--- config.mk ---
export PLATFORM = sky130hd
export DESIGN_NAME = led_pwm_fader
export DESIGN_NICKNAME = d
export VERILOG_FILES = /design/src/rtl/led_pwm_fader.sv
export SDC_FILE = /design/constraint.sdc
export NUM_CORES = 1
export LEC_CHECK = 0
export CELL_PAD_IN_SITES_DETAIL_PLACEMENT = 1
export CELL_PAD_IN_SITES_GLOBAL_PLACEMENT = 1
export CORE_ASPECT_RATIO = 0.75
export CORE_MARGIN = 10
export CORE_UTILIZATION = 35
export CTS_CLUSTER_DIAMETER = 120
export CTS_CLUSTER_SIZE = 28
export DETAILED_ROUTE_END_ITERATION = 6
export PLACE_DENSITY = 0.61
export SYNTH_ARGS = -nofsm -noshare
export SYNTH_HDL_FRONTEND = slang
export SYNTH_SLANG_ARGS = --single-unit
--- constraint.sdc ---
create_clock -name clk -period 2.4 [get_ports clk]
set_input_delay 0.24 -clock clk [delete_from_list [all_inputs] [get_ports clk]]
set_output_delay 0.24 -clock clk [all_outputs]
set_load 0.005 [all_outputs]
--- src/rtl/led_pwm_fader.sv ---
// led_pwm_fader: per-LED brightness fader and PWM pin driver.
//
// Accepts 4-bit on/off patterns over a valid/ready handshake. While fading,
// each LED's 8-bit level ramps by STEP once every PRESCALE clocks toward full-on
// (255) or full-off (0), saturating at both ends. The pins are driven by a
// free-running 8-bit PWM counter compared against each LED's duty value.
//
// Build option: define LED_GAMMA_EN to map level to duty through a square-law
// curve (duty = level*level >> 8, with level 255 forced to duty 255). Without
// it, duty equals level. Handshake and fade timing are the same in both builds.
//
// Ports:
//   clk        system clock
//   reset      synchronous, active-high reset
//   pat_valid  pat_data is offered
//   pat_ready  fader can accept a pattern (IDLE only)
//   pat_data   target pattern; bit i=1 fades LED i to full-on
//   busy       fade in progress
//   led        registered PWM outputs

module led_pwm_fader #(
  parameter int unsigned PRESCALE = 4,
  parameter int unsigned STEP     = 16
) (
  input  logic       clk,
  input  logic       reset,
  input  logic       pat_valid,
  output logic       pat_ready,
  input  logic [3:0] pat_data,
  output logic       busy,
  output logic [3:0] led
);

  localparam int unsigned PW = (PRESCALE > 1) ? $clog2(PRESCALE) : 1;
  localparam logic [PW-1:0] PrescMax = PW'(PRESCALE - 1);
  localparam logic [8:0] Step9 = 9'(STEP);

  typedef enum logic [0:0] {StIdle, StFade} state_e;

  state_e        state_q;
  logic [PW-1:0] presc_q;
  logic [7:0]    pwm_cnt_q;
  logic [3:0]    target_q;  // 1 = ramp to 255, 0 = ramp to 0
  logic [7:0]    level_q [4];

  logic [7:0]    level_step [4];
  logic [8:0]    level_sum  [4];
  logic [15:0]   level_sq   [4];
  logic [7:0]    duty       [4];
  logic          tick;
  logic          accept;
  logic          all_done;

  assign tick   = (presc_q == PrescMax);
  assign accept = pat_valid && pat_ready;

  // Saturating one-step move of every level toward its target.
  always_comb begin
    all_done = 1'b1;
    for (int i = 0; i < 4; i++) begin
      level_step[i] = level_q[i];
      level_sum[i]  = {1'b0, level_q[i]} + Step9;
      if (target_q[i]) begin
        level_step[i] = (level_sum[i] >= 9'd255) ? 8'hff : level_sum[i][7:0];
      end else begin
        level_step[i] = ({1'b0, level_q[i]} < Step9) ? 8'h00 : (level_q[i] - Step9[7:0]);
      end
      if (level_step[i] != {8{target_q[i]}}) all_done = 1'b0;
    end
  end

  always_comb begin
    for (int i = 0; i < 4; i++) begin
      level_sq[i] = level_q[i] * level_q[i];
`ifdef LED_GAMMA_EN
      duty[i] = (level_q[i] == 8'hff) ? 8'hff : level_sq[i][15:8];
`else
      duty[i] = level_q[i];
`endif
    end
  end

  always_ff @(posedge clk) begin
    if (reset) begin
      state_q   <= StIdle;
      presc_q   <= '0;
      pwm_cnt_q <= 8'h00;
      target_q  <= 4'b0000;
      pat_ready <= 1'b0;
      busy      <= 1'b0;
      led       <= 4'b0000;
      for (int i = 0; i < 4; i++) level_q[i] <= 8'h00;
    end else begin
      pwm_cnt_q <= pwm_cnt_q + 8'd1;
      // Duty 255 must be solid on; the strict compare alone would drop one clock.
      for (int i = 0; i < 4; i++) begin
        led[i] <= (duty[i] == 8'hff) || (duty[i] > pwm_cnt_q);
      end

      if (accept || tick) presc_q <= '0;
      else                presc_q <= presc_q + PW'(1);

      unique case (state_q)
        StIdle: begin
          pat_ready <= 1'b1;
          busy      <= 1'b0;
          if (accept) begin
            target_q  <= pat_data;
            state_q   <= StFade;
            pat_ready <= 1'b0;
            busy      <= 1'b1;
          end
        end
        StFade: begin
          if (tick) begin
            for (int i = 0; i < 4; i++) level_q[i] <= level_step[i];
            if (all_done) begin
              state_q   <= StIdle;
              pat_ready <= 1'b1;
              busy      <= 1'b0;
            end
          end
        end
        default: state_q <= StIdle;
      endcase
    end
  end

endmodule
# == Word level (Yosys, flattened, before mapping) ==
# Memories as Yosys holds them, arrays and structs flattened.
# Index checks and enable logic that the tools add are counted.
# word_totals
ramBits,32
inputBits,7
latchBits,0
mem_bits_ro,0
n_memories,1
regBits,21
elab_cells,92
output_inout_bits,6
# mem_list
name,depth,word_bits,read_ports,rd_clocked_by_memory_dff,wr,line_no,source
level_q,4,8,4,0,4,44,logic [7:0] level_q [4];
# op_classes
n_mux,37
bitwise,5
magnitude_cmp,12
div,0
n_eq_ne,11
n_reduce_logical,9
add_sub_neg,10
shift,0
n_mul,0
# ops
cell,count
$mux W8,16
$add A8 B5 Y9 const B,4
$ge A9 B8 Y1 const B,4
$eq A8 B8 Y1 const B,4
$gt A8 B8 Y1,4
$lt A8 B5 Y1 const B,4
$ne A8 B8 Y1,4
$sub A8 B5 Y8 const B,4
$mux W1,18
$add A8 B1 Y8 const B,1
$pmux W1 S2,3
$logic_or A1 B1 Y1,5
$ne A2 B1 Y1 const B,2
$or A1 B1 Y1,4
$reduce_and A2 Y1,2
$add A2 B1 Y2 const B,1
$eq A2 B2 Y1 const B,1
$reduce_or A2 Y1,1
$logic_and A1 B1 Y1,1
$not A1 Y1,1

# == Depth between registers and ports, before layout ==
# Gate-level depths: netlist of run 1.
# depth
depth_word,12
mapped_depth,8
ltp_nobuf,8

# == Worst setup path after synthesis of run 1 ==
# No wires, ideal clock.
# synth_path
kind,register to register
start,memory level_q[2][4]
end,register state_q
t_required_ns,2.285
period_less_slack_ns,2.553
arrival_ns,2.439
setup_time_ns,0.115
slack_ns,-0.153
path_stages_with_launch,9
n_path_buf,0
cell_sequence,edfxtp_1 -> inv_1 -> ha_1 -> or4b_1 -> or4_1 -> a222oi_1 -> nand4_1 -> nand4b_4 -> o21a_1
# synth_lines
item,line_no,source
"start, declared",44,
"end signal, assigned",85,state_q <= StIdle;
"end signal, assigned",109,state_q <= StFade;
"end signal, assigned",118,state_q <= StIdle;
"end, declared",40,state_e state_q;

==> summary.md, run 1 <==
| Metric | Value |
|---|---|
| Failing checks | negative setup slack |
| TritonCTS Buffers | 5 |
| Vias in the first global route | 3486 |
| Final TNS setup | -0.210 ns |
| Tot GR Track Use | between 10% and 20% |
| # rows | 33 |
| Netlist cell types | 50 |
| Seq/Total Area, Yosys | around 36% |
| Die area | 15700 um2 |
| Hpwl dp | 8160 um |
| Static Leakage | roughly 1.8 nW |
| Clk buf depth | 2 |
| Synth Area in Compound Gates | between 10% and 20% |
| GRT overflow | 0 |
| CTS Sinks | 53 |
| Synth Area in Adders | between 10% and 20% |
| Die H | around 110 um |
| Multiplexer share of the synthesized area | around 1.8% |
| Share of post-route cells with drive strength above 1 | slightly below 10% |
| Area Growth Syn to Fin | 17.2% |
| H-tree levels | 2 |
| Largest family of logic cells by synthesized area | simple AND/OR/NAND/NOR gates |
| Ports | 13 |
| Cells after Synth | 441 |
| Fmax | approximately 400 MHz |
| Clock transition at path regs | about 0.080 ns |
| Commonest non-fill, non-tap cells in the layout | 45 x ha_1, 43 x a21oi_1, 34 x nand2_1 |
| Via count | about 3400 |
| I/O Buffers | 12 |
| CP cell instances | inv_2, ha_4, or4b_4, or4_1, a222oi_1, nand4_1, nand4b_4, o21a_1 |
| Tightest Pin Transition | 0.592 ns |
| Peak supply drop | about 0.31 mV |
| Avg WL per Cell | ~18 um |
| Cts hold-fix bufs | 0 |
| Cell area after synthesis | 3870 um2 |
| Final Total Pwr | roughly 2.3 mW |
| Core ar. | between 10000 and 15000 um2 |
| CTS tree | built |
| Final hold vios | 0 |
| Post-route ant nets | 0 |
| CP Max Fanout | 3 |
| Number of synthesized flops with an enable pin | 32 |
| Post-synthesis xor/xnor area fraction | roughly 2.7% |
| Chip Width | between 100 and 150 um |
| Buf/Inv on CP | 1 |
| Nets | roughly 530 |
| First-pass GRT wire length | roughly 18000 um |
| Setup violators final | 3 |
| Wirelength, routed | between 10000 and 15000 um |
| Initial antenna violation count | 0 |
| Via density | approximately 5.5 |
| Synth async-reset ratio | 0% |
| Fin crit share | 104% |
| Post-synthesis simple-gate area fraction | between 20% and 30% |
| Element type at the critical path end | flip-flop |
| Setup ws final | -0.0939 ns |
| Placed Instances | around 610 |
| Outcome | complete, but fails checks |
| Synth Flop Type | edfxtp_1 |
| CP max stage cell | or4b_4 |
| Pre-antenna DRT Iters | 4 |
| Critical path arrival | between 2 and 3 ns |
| Initial DRC count | approximately 150 |
| Post-Syn Nets | a little under 500 |
| Unrepaired setup endpoints after global routing | yes |
| Total of warnings raised by yosys | 0 |
| Critical path class | flip-flop to flip-flop |
| Routability cong. | a little under 0.8 |
| Fin crit period | ~2.5 ns |
| Insertion delay to the later sink of the worst-skew pair | ~0.3 ns |
| Max-cap violations | 0 |
| CP top delay family | simple AND/OR/NAND/NOR gates |
| HP Class | flip-flop to flip-flop |
| CP required | 2.60 ns |
| Root buffer cell | clkbuf_16 |
| Startpoint types | flip-flop |
| Worst-case clock skew | ~0.010 ns |
| Max Slew Vio Count | 0 |
| Final Non-Filler Cells | 616 |
| Yosys reg bits | 53 |
| Largest net degree at the start of global routing | 33 |
| Ant diodes | 0 |
| Slowest cell delay on critical path | 0.44 ns |
| DRC violations left | 0 |
| Power Dens Cells | roughly 500 nW/um2 |
| Initial Util | a little over a third |
| Syn avg cell area | between 8 and 9 um2 |
| Commonest non-fill, non-tap cell in the layout | ha_1 |
| Slew headroom | roughly three fifths |
-- power breakdown --
part           total [mW]  switching (mW)  internal, mW
Combinational       0.361           0.191         0.170
Sequential           1.06          0.0539          1.00
Clock               0.858           0.361         0.496
Total                2.28           0.606          1.67
-- what timing repair did --
item,in CTS,in global routing
setup buffers,3,0
endpoints found under the setup margin,3,4
gates resized for setup,1,2
pin swaps,2,1
gates cloned,0,0
-- state kept, by name, summed over array words and instances (netlist names) --
name / flops
target_q: 4
led: 4
busy: 1
pwm_cnt_q: 8
level_q: 32
presc_q: 2
state_q: 1
pat_ready: 1
-- synth_stat cells (all sizes together) (3+ instances only) --
library cell | n | share of area, %
inv | 33 | 3.2
nor2b | 12 | 1.9
nor3b | 5 | 0.97
a21o | 6 | 1.2
nand3b | 7 | 1.4
and3 | 6 | 0.97
clkbuf | 15 | 1.5
or3 | 4 | 0.65
nor3 | 11 | 1.4
nand3 | 19 | 2.5
nor2 | 27 | 2.6
nand2 | 34 | 3.3
o21ai | 31 | 4.0
nor4 | 3 | 0.48
ha | 46 | 15
dfxtp | 21 | 11
a2111oi | 4 | 0.90
o21a | 10 | 1.9
nand2b | 9 | 1.5
xnor2 | 9 | 2.0
a31oi | 3 | 0.48
or2 | 3 | 0.48
a21oi | 43 | 5.6
nand4 | 8 | 1.3
xor2 | 3 | 0.68
mux2i | 7 | 1.8
edfxtp | 32 | 25
a211oi | 3 | 0.58
-- metal layers --
metal / wire (um) / vias up / global-route usage (%)
li1: - / 1665 / -
met1: 5600 / 1653 / 19.8
met2: 4810 / 39 / 22.0
met3: 378 / 5 / 2.70
met4: 47 / 0 / 1.90
met5: 0 / - / 0
-- worst register-to-register path: cells and delay by family (launching register included) --
family,cells,cell delay (ns)
fa+ha+maj,1,0.26
simple gates,4,1.17
flops,1,0.36
buf+inv,1,0.06
compound gates,2,0.56
-- cell type report --
class	count	area [um2]
multi-input cells	340	2330
clock buffers	6	129
fillers	1273	6320
repair buffers	42	358
flip-flops and latches	53	1380
well taps	140	175
clock inverters	2	38.8
inverters	33	124
-- cells by family after synthesis --
group / count (synthesis)
AO/OA/AOI/OAI: 119
flip-flops: 53
multiplexers: 7
AND/OR/NAND/NOR: 155
adder cells (fa/ha/maj): 47
XOR/XNOR: 12
buffers and inverters: 48
-- per-stage QoR --
stage          area (um2)  utilization [%]  worst slack [ns]  hold WS [ns]
2_1_floorplan        3880                -           -0.0678         0.323
3_3_place_gp         4340             40.0           -0.0912         0.417
3_5_place_dp         4340             40.0            -0.139         0.428
4_1_cts              4530             41.7           -0.0997         0.447
5_1_grt              4540             41.8            -0.247         0.480
6_report             4540             41.8           -0.0939         0.444
-- worst paths after layout --
path / end / startpoint / slack, ns / cells past startpoint
worst max register to register: state_q$_SDFF_PP0_ / level_q[2][4]$_SDFFCE_PN0P_ / -0.09 / 8
worst min-delay path: presc_q[0]$_SDFF_PP0_ / presc_q[0]$_SDFF_PP0_ / 0.44 / 1
worst max-delay path: state_q$_SDFF_PP0_ / level_q[2][4]$_SDFFCE_PN0P_ / -0.09 / 8
worst min register to register: presc_q[0]$_SDFF_PP0_ / presc_q[0]$_SDFF_PP0_ / 0.44 / 1
No activity file was read; power rests on OpenSTA's default activity.
==> run 2: changes to the inputs <==
CORE_UTILIZATION = 43   (was 35)
PLACE_DENSITY = 0.73   (was 0.61)
SKIP_CTS_REPAIR_TIMING = 1   (was unset)
SKIP_LAST_GASP = 1   (was unset)
==> run 2 against run 1 <==
  * The run still ends with negative setup slack left
  * Combinational power decreased by 3%
  * Largest power group unchanged
  * Critical path type unchanged
  * Cell count shrank 6.2%
  * Critical endpoint unchanged
  * Global-route usage rose by 2.3 points
  * Die area fell by 16%
  * Power is 3.6% lower
==> summary.md, run 2 (synthesis gave the netlist of run 1 again) <==
| Metric | Value |
|---|---|
| Buf/Inv on CP | 1 (unchanged) |
| Static Leakage | 1.73 nW (-2.2%) |
| Share of post-route cells with drive strength above 1 | 8.51% (-1.4 points) |
| Pre-antenna DRT Iters | 4 (unchanged) |
| Largest net degree at the start of global routing | 19 (-42%) |
| Failing checks | negative setup slack |
| Vias in the first global route | 3476 (-0.29%) |
| Largest reg by FF count | level_q |
| Final core utilization | 51.4% (+9.6 points) |
| Worst Hold Slack | 0.444 ns (-0.000398 ns) |
| Peak supply drop | 0.396 mV (+29%) |
| Power Dens Cells | 496 nW/um2 (-1.0%) |
| Metal-1 WL | 5270 um (-5.9%) |
| Via count | 3411 (+1.5%) |
| Max-cap violations | 0 (unchanged) |
| Setup violators final | 2 (-1) |
| Placed Instances | 569 (-6.0%) |
| Via density | 5.90 (+8.1%) |
| Fin crit period | 2.42 ns (-0.0772 ns) |
| CTS tree | built |
| Avg WL per Cell | 18.3 um (+3.9%) |
| H-tree levels | 2 (unchanged) |
| Critical path arrival | 2.61 ns (-0.08 ns) |
| First-pass GRT wire length | 17500 um (-4.6%) |
| CP Max Fanout | 4 (+1) |
| Slowest cell delay on critical path | 0.41 ns (-0.03 ns) |
| WL met2 | 4800 um (-0.21%) |
| Clock transition at path regs | 0.07 ns (about the same) |
| Element type at the critical path end | flip-flop |
| Critical hold path startpoint | presc_q[0]$_SDFF_PP0_ |
| Unrepaired setup endpoints after global routing | yes |
| Startpoint types | flip-flop |
| Final hold vios | 0 (unchanged) |
| Initial DRC count | 241 (+64%) |
| CP cell instances | inv_2, ha_4, or4b_1, or4_1, a222oi_1, nand4_1, nand4b_4, o21a_1 |
| Commonest non-fill, non-tap cells in the layout | 45 x ha_1, 43 x a21oi_1, 34 x nand2_1 |
| Worst-case clock skew | 0.00528 ns (-0.00482 ns) |
| Commonest non-fill, non-tap cell in the layout | ha_1 |
| Top Metal Used | met4 |
| Root buffer cell | clkbuf_16 |
| Area Growth Syn to Fin | 14.2% |
| Nets | 522 (-1.1%) |
| Tightest Pin Transition | 0.556 ns (-0.0355 ns) |
| HP Class | flip-flop to flip-flop |
| GRT overflow | 0 (unchanged) |
| # rows | 29 (-12%) |
| Critical path class | flip-flop to flip-flop |
| Max reg flops | 32 (unchanged) |
| Max Slew Vio Count | 0 (unchanged) |
| Routability cong. | 0.802 (+2.2%) |
| DRC violations left | 0 (unchanged) |
| Chip Width | 130 um (-8.4%) |
| Post-route ant nets | 0 (unchanged) |
| Initial antenna violation count | 0 (unchanged) |
| Die area | 13200 um2 (-16%) |
| Ant diodes | 0 (unchanged) |
| Final Total Pwr | 2.19 mW (-3.6%) |
| Ports | 13 (unchanged) |
| Largest registers | level_q x32, pwm_cnt_q x8 |
| Insertion delay to the later sink of the worst-skew pair | 0.30 ns (about the same) |
| Tot GR Track Use | 16.3% (+2.3 points) |
| Min-Delay Path Depth | 1 (unchanged) |
| I/O Buffers | 12 (unchanged) |
| Fin crit share | 101% (-3.2 points) |
| R2r setup slk | -0.02 ns (+0.08 ns) |
| R2R depth | 8 (unchanged) |
| Outcome | complete, but fails checks |
| CP top delay family | simple AND/OR/NAND/NOR gates |
| CP max stage cell | or4b_1 |
| Clk buf depth | 2 (unchanged) |
| Slew headroom | 62.8% (+3.3 points) |
| Reg2reg end | state_q$_SDFF_PP0_ |
| Wirelength, routed | 10600 um (-2.5%) |
| RR Startpoint | level_q[2][5]$_SDFFCE_PN0P_ |
| Setup ws final | -0.0167 ns (+0.0772 ns) |
| Core ar. | 8600 um2 (-21%) |
| TritonCTS Buffers | 5 (unchanged) |
| Wire length on met3 | 394 um (+4.2%) |
| Fmax | 414 MHz (+3.2%) |
| Hold Path End | presc_q[0]$_SDFF_PP0_ |
| Initial Util | 45.0% (+9.4 points) |
| Crit path from | level_q[2][5]$_SDFFCE_PN0P_ |
| Final Non-Filler Cells | 578 (-6.2%) |
| CTS Sinks | 53 (unchanged) |
| Hpwl dp | 7900 um (-3.2%) |
| CP required | 2.59 ns (about the same) |
| Die H | 102 um (-8.0%) |
-- run 2: area by class of cell --
type	instances	area, um2
clock buffers	7	153
clock inverters	1	5.00
fillers	1014	4180
inverters	33	124
multi-input cells	340	2320
flip-flops and latches	53	1380
well taps	108	135
repair buffers	36	300
-- run 2: how the worst max path moves through the flow --
stage,endpoint,cells past startpoint
finish,state_q$_SDFF_PP0_,8
global route,state_q$_SDFF_PP0_,8
CTS,state_q$_SDFF_PP0_,8
detailed placement,state_q$_SDFF_PP0_,8
global placement,state_q$_SDFF_PP0_,8
floorplan,state_q$_SDFF_PP0_,8
-- run 2: worst register-to-register path, stage by stage, from the launching register on --
cell and delay (ns):
edfxtp_1 0.38, inv_2 0.06, ha_4 0.27, or4b_1 0.41, or4_1 0.40, a222oi_1 0.28, nand4_1 0.13, nand4b_4 0.20
o21a_1 0.19
-- run 2: power breakdown --
part	switching [mW]	internal, mW
Combinational	0.188	0.161
Sequential	0.0564	1.00
Clock	0.341	0.443
Total	0.585	1.61
-- run 2: metrics by stage --
stage	setup slack, ns	area (um2)	TNS (ns)
floorplan	-0.0678	3880	-0.0914
global placement	-0.0113	4260	-0.0113
detailed placement	-0.0361	4260	-0.0474
CTS	-0.0596	4410	-0.0879
global route	-0.158	4420	-0.435
finish	-0.0167	4420	-0.0182
-- run 2: routing by layer --
layer  vias up  global-route usage (%)
li1       1666                       -
met1      1694                    21.9
met2        44                    26.8
met3         7                    3.05
met4         0                    3.28
met5         -                       0
==> run 3: changes to the inputs <==
--- a/config.mk
+++ b/config.mk
@@ -7,2 +7,3 @@
 export LEC_CHECK = 0
+export ABC_AREA = 1
 export CELL_PAD_IN_SITES_DETAIL_PLACEMENT = 1
@@ -11,3 +12,3 @@
 export CORE_MARGIN = 10
-export CORE_UTILIZATION = 43
+export CORE_UTILIZATION = 42
 export CTS_CLUSTER_DIAMETER = 120
@@ -15,3 +16,3 @@
 export DETAILED_ROUTE_END_ITERATION = 6
-export PLACE_DENSITY = 0.73
+export PLACE_DENSITY = 0.74
 export SKIP_CTS_REPAIR_TIMING = 1
==> constraint.sdc (replaced) <==
create_clock -name clk -period 2.4 [get_ports clk]
set_input_delay 0.48 -clock clk [delete_from_list [all_inputs] [get_ports clk]]
set_output_delay 0.48 -clock clk [all_outputs]
set_load 0.005 [all_outputs]
==> run 3 against run 2 <==
  * The run now ends clean
  * Sequential power about the same
  * Non-clock buffer count down 3
  * Worst hold slack better by 0.017 ns
  * Combinational power up 19%
  * Core utilization down 1.7 points
  * Power up 1.0%
  * Sequential cell count unchanged
  * Cell area up 3.8%
  * Clock skew up 0.0031 ns
  * First-iteration DRC count down 4.1%
  * Critical path type unchanged
  * Critical endpoint is now pat_ready$_SDFFE_PP0P_
==> summary.md, run 3 <==
| Metric | Value |
|---|---|
| FF/Latch Area | 1380 um2 (unchanged) |
| Share of the synthesized area in the top cell type | 23.7% (-1.1 points) |
| Commonest non-fill, non-tap cell in the layout | nand2_1 |
| Startpoint types | flip-flop |
| Core ar. | 9230 um2 (+7.4%) |
| # rows | 30 (+3.4%) |
| DRC violations left | 0 (unchanged) |
| Die H | 105 um (+2.8%) |
| Fin crit period | 2.21 ns (-0.209 ns) |
| Crit path top cell by count | nand2_1 |
| Critical path arrival | 2.44 ns (-0.17 ns) |
| Fmax | 453 MHz (+9.5%) |
| Yosys reg bits | 53 (unchanged) |
| Root buffer cell | clkbuf_16 |
| Top cell type by total area after synthesis | edfxtp_1 |
| Pre-antenna DRT Iters | 4 (unchanged) |
| Insertion delay to the later sink of the worst-skew pair | 0.30 ns (about the same) |
| Element type at the critical path end | flip-flop |
| Power Dens Cells | 483 nW/um2 (-2.7%) |
| Largest net degree at the start of global routing | 18 (-1) |
| Met2 usage | 28.3% (+1.5 points) |
| Vias in the first global route | 3958 (+14%) |
| Synth Flop Type | edfxtp_1 |
| Met3 Track Usage GR | 3.35% (+0.30 points) |
| Peak supply drop | 0.298 mV (-25%) |
| Max reg flops | 32 (unchanged) |
| Slowest cell delay on critical path | 0.49 ns (+0.08 ns) |
| Netlist cell types | 38 (-24%) |
| Ports | 13 (unchanged) |
| Avg WL per Cell | 17.9 um (-1.8%) |
| Final Total Pwr | 2.22 mW (+1.0%) |
| Hpwl dp | 9330 um (+18%) |
| CP max stage cell | edfxtp_1 |
| Initial DRC count | 231 (-4.1%) |
| Slew headroom | 69.7% (+6.8 points) |
| Wirelength, routed | 12600 um (+19%) |
| R2R depth | 16 (+8) |
| WP depth | 16 (+8) |
| Via count | 3891 (+14%) |
| Final Non-Filler Cells | 703 (+22%) |
| Routability cong. | 0.913 (+14%) |
| Setup ws final | 0.192 ns (+0.209 ns) |
| Synth async-reset ratio | 0% (unchanged) |
| Fin crit share | 92.0% (-8.7 points) |
| Met1 Usage GRT | 23.8% (+1.9 points) |
| CP required | 2.63 ns (+0.04 ns) |
| Die area | 14000 um2 (+5.9%) |
| Min-Delay Path Depth | 1 (unchanged) |
| CP cell instances | inv_1, ha_1, nand3_2, nand2_1, inv_2, nand2_1, nand2_1, inv_1, nand2_1, nor2_1, nand3_1, nor2_2, nand3_2, nand2_2, nand2_2, a21oi_2 |
| Max-cap violations | 0 (unchanged) |
| Seq/Total Area, Yosys | 34.1% (-1.6 points) |
| Area Growth Syn to Fin | 13.2% |
| Commonest cells in the netlist | 108 x nand2_1, 88 x inv_1, 49 x a21oi_1 |
| TritonCTS Buffers | 5 (unchanged) |
| Placed Instances | 684 (+20%) |
| Initial Util | 43.9% (-1.1 points) |
| Most frequent cell after synthesis | nand2_1 |
| Share of post-route cells with drive strength above 1 | 8.87% (+0.36 points) |
| Fillers | 1164 (+15%) |
| Nets | 627 (+20%) |
| CTS Sinks | 53 (unchanged) |
| CP Max Fanout | 6 (+2) |
| Worst-case clock skew | 0.00840 ns (+0.00312 ns) |
| Commonest non-fill, non-tap cells in the layout | 108 x nand2_1, 87 x inv_1, 49 x a21oi_1 |
| Syn avg cell area | 7.46 um2 (-15%) |
| Ant diodes | 0 (unchanged) |
| Top cells by area, synth | edfxtp_1 24%, ha_1 14%, dfxtp_1 10% |
| Post-route ant nets | 0 (unchanged) |
| Final TNS setup | 0 ns (+0.0182 ns) |
| HP Class | flip-flop to flip-flop |
| Max Slew Vio Count | 0 (unchanged) |
| Outcome | complete, no violations |
| Initial antenna violation count | 0 (unchanged) |
| Post-Syn Nets | 596 (+21%) |
| H-tree levels | 2 (unchanged) |
| Cells after Synth | 543 (+23%) |
| Cell area after synthesis | 4050 um2 (+4.7%) |
| Via density | 5.53 (-6.2%) |
| Largest reg by FF count | level_q |
| Total of warnings raised by yosys | 0 (unchanged) |
| CTS tree | built |
| Setup violators final | 0 (-2) |
| Clk buf depth | 2 (unchanged) |
| Static Leakage | 2.10 nW (+21%) |
| Number of synthesized flops with an enable pin | 32 (unchanged) |
| GRT overflow | 0 (unchanged) |
| First-pass GRT wire length | 20400 um (+17%) |
| Tightest Pin Transition | 0.454 ns (-0.102 ns) |
| Clock transition at path regs | 0.07 ns (about the same) |
| CP top delay family | simple AND/OR/NAND/NOR gates |
| Buf/Inv on CP | 3 (+2) |
| Final hold vios | 0 (unchanged) |
| I/O Buffers | 12 (unchanged) |
| Largest registers | level_q x32, pwm_cnt_q x8 |
| Chip Width | 133 um (+3.0%) |
| Gr busiest metal | met2 |
| Worst slack, placed | 0.0686 ns (+0.105 ns) |
| Critical path class | flip-flop to flip-flop |
| Tot GR Track Use | 17.5% (+1.2 points) |
| Area of the multi-input gates | 2280 um2 (-1.7%) |
-- run 3: cell count changes after synthesis, moves of 10 or more --
cell / change
clkbuf_1: -11
inv_1: +55
nand2_1: +74
nand3_1: +20
nor2_1: +18
nor2b_1: -12
o211ai_1: +10
-- run 3: area by class of cell --
type | count | area share, %
clock buffers | 7 | 2.89
clock inverters | 1 | 0.164
inverters | 92 | 7.53
multi-input cells | 389 | 49.8
flip-flops and latches | 53 | 30.1
well taps | 128 | 3.49
repair buffers | 33 | 6.05
-- run 3: kinds of logic after synthesis --
group / synth area share (%)
compound gates: 16.4
flops: 34.1
fa+ha+maj: 14.2
xor+xnor: 1.05
simple gates: 24.5
buf+inv: 9.79
-- run 3: stage by stage --
step                cell area, um2  utilization, %  hold WS (ns)
floorplan                     4060               -         0.398
global placement              4360            47.2         0.411
detailed placement            4360            47.2         0.435
CTS                           4500            48.7         0.445
global route                  4590            49.7         0.484
finish                        4590            49.7         0.461
-- run 3: routing by layer --
| layer | vias to the layer above | routed length (um) |
|---|---|---|
| met2 | 67 | 5700 |
| met5 | - | 0 |
| met1 | 1908 | 6280 |
| met4 | 0 | 122 |
| met3 | 13 | 499 |
| li1 | 1903 | - |
-- run 3: power by group --
part           switching, mW  internal [mW]
combinational          0.257          0.159
sequential            0.0597           1.01
clock                  0.343          0.389
-- run 3: path summary, 6_finish.rpt --
kind                                  to  slack [ns]                         from
hold / removal     presc_q[0]$_SDFF_PP0_        0.46        presc_q[0]$_SDFF_PP0_
setup / recovery  pat_ready$_SDFFE_PP0P_        0.19  level_q[0][5]$_SDFFCE_PN0P_
hold reg to reg    presc_q[0]$_SDFF_PP0_        0.46        presc_q[0]$_SDFF_PP0_
setup reg to reg  pat_ready$_SDFFE_PP0P_        0.19  level_q[0][5]$_SDFFCE_PN0P_
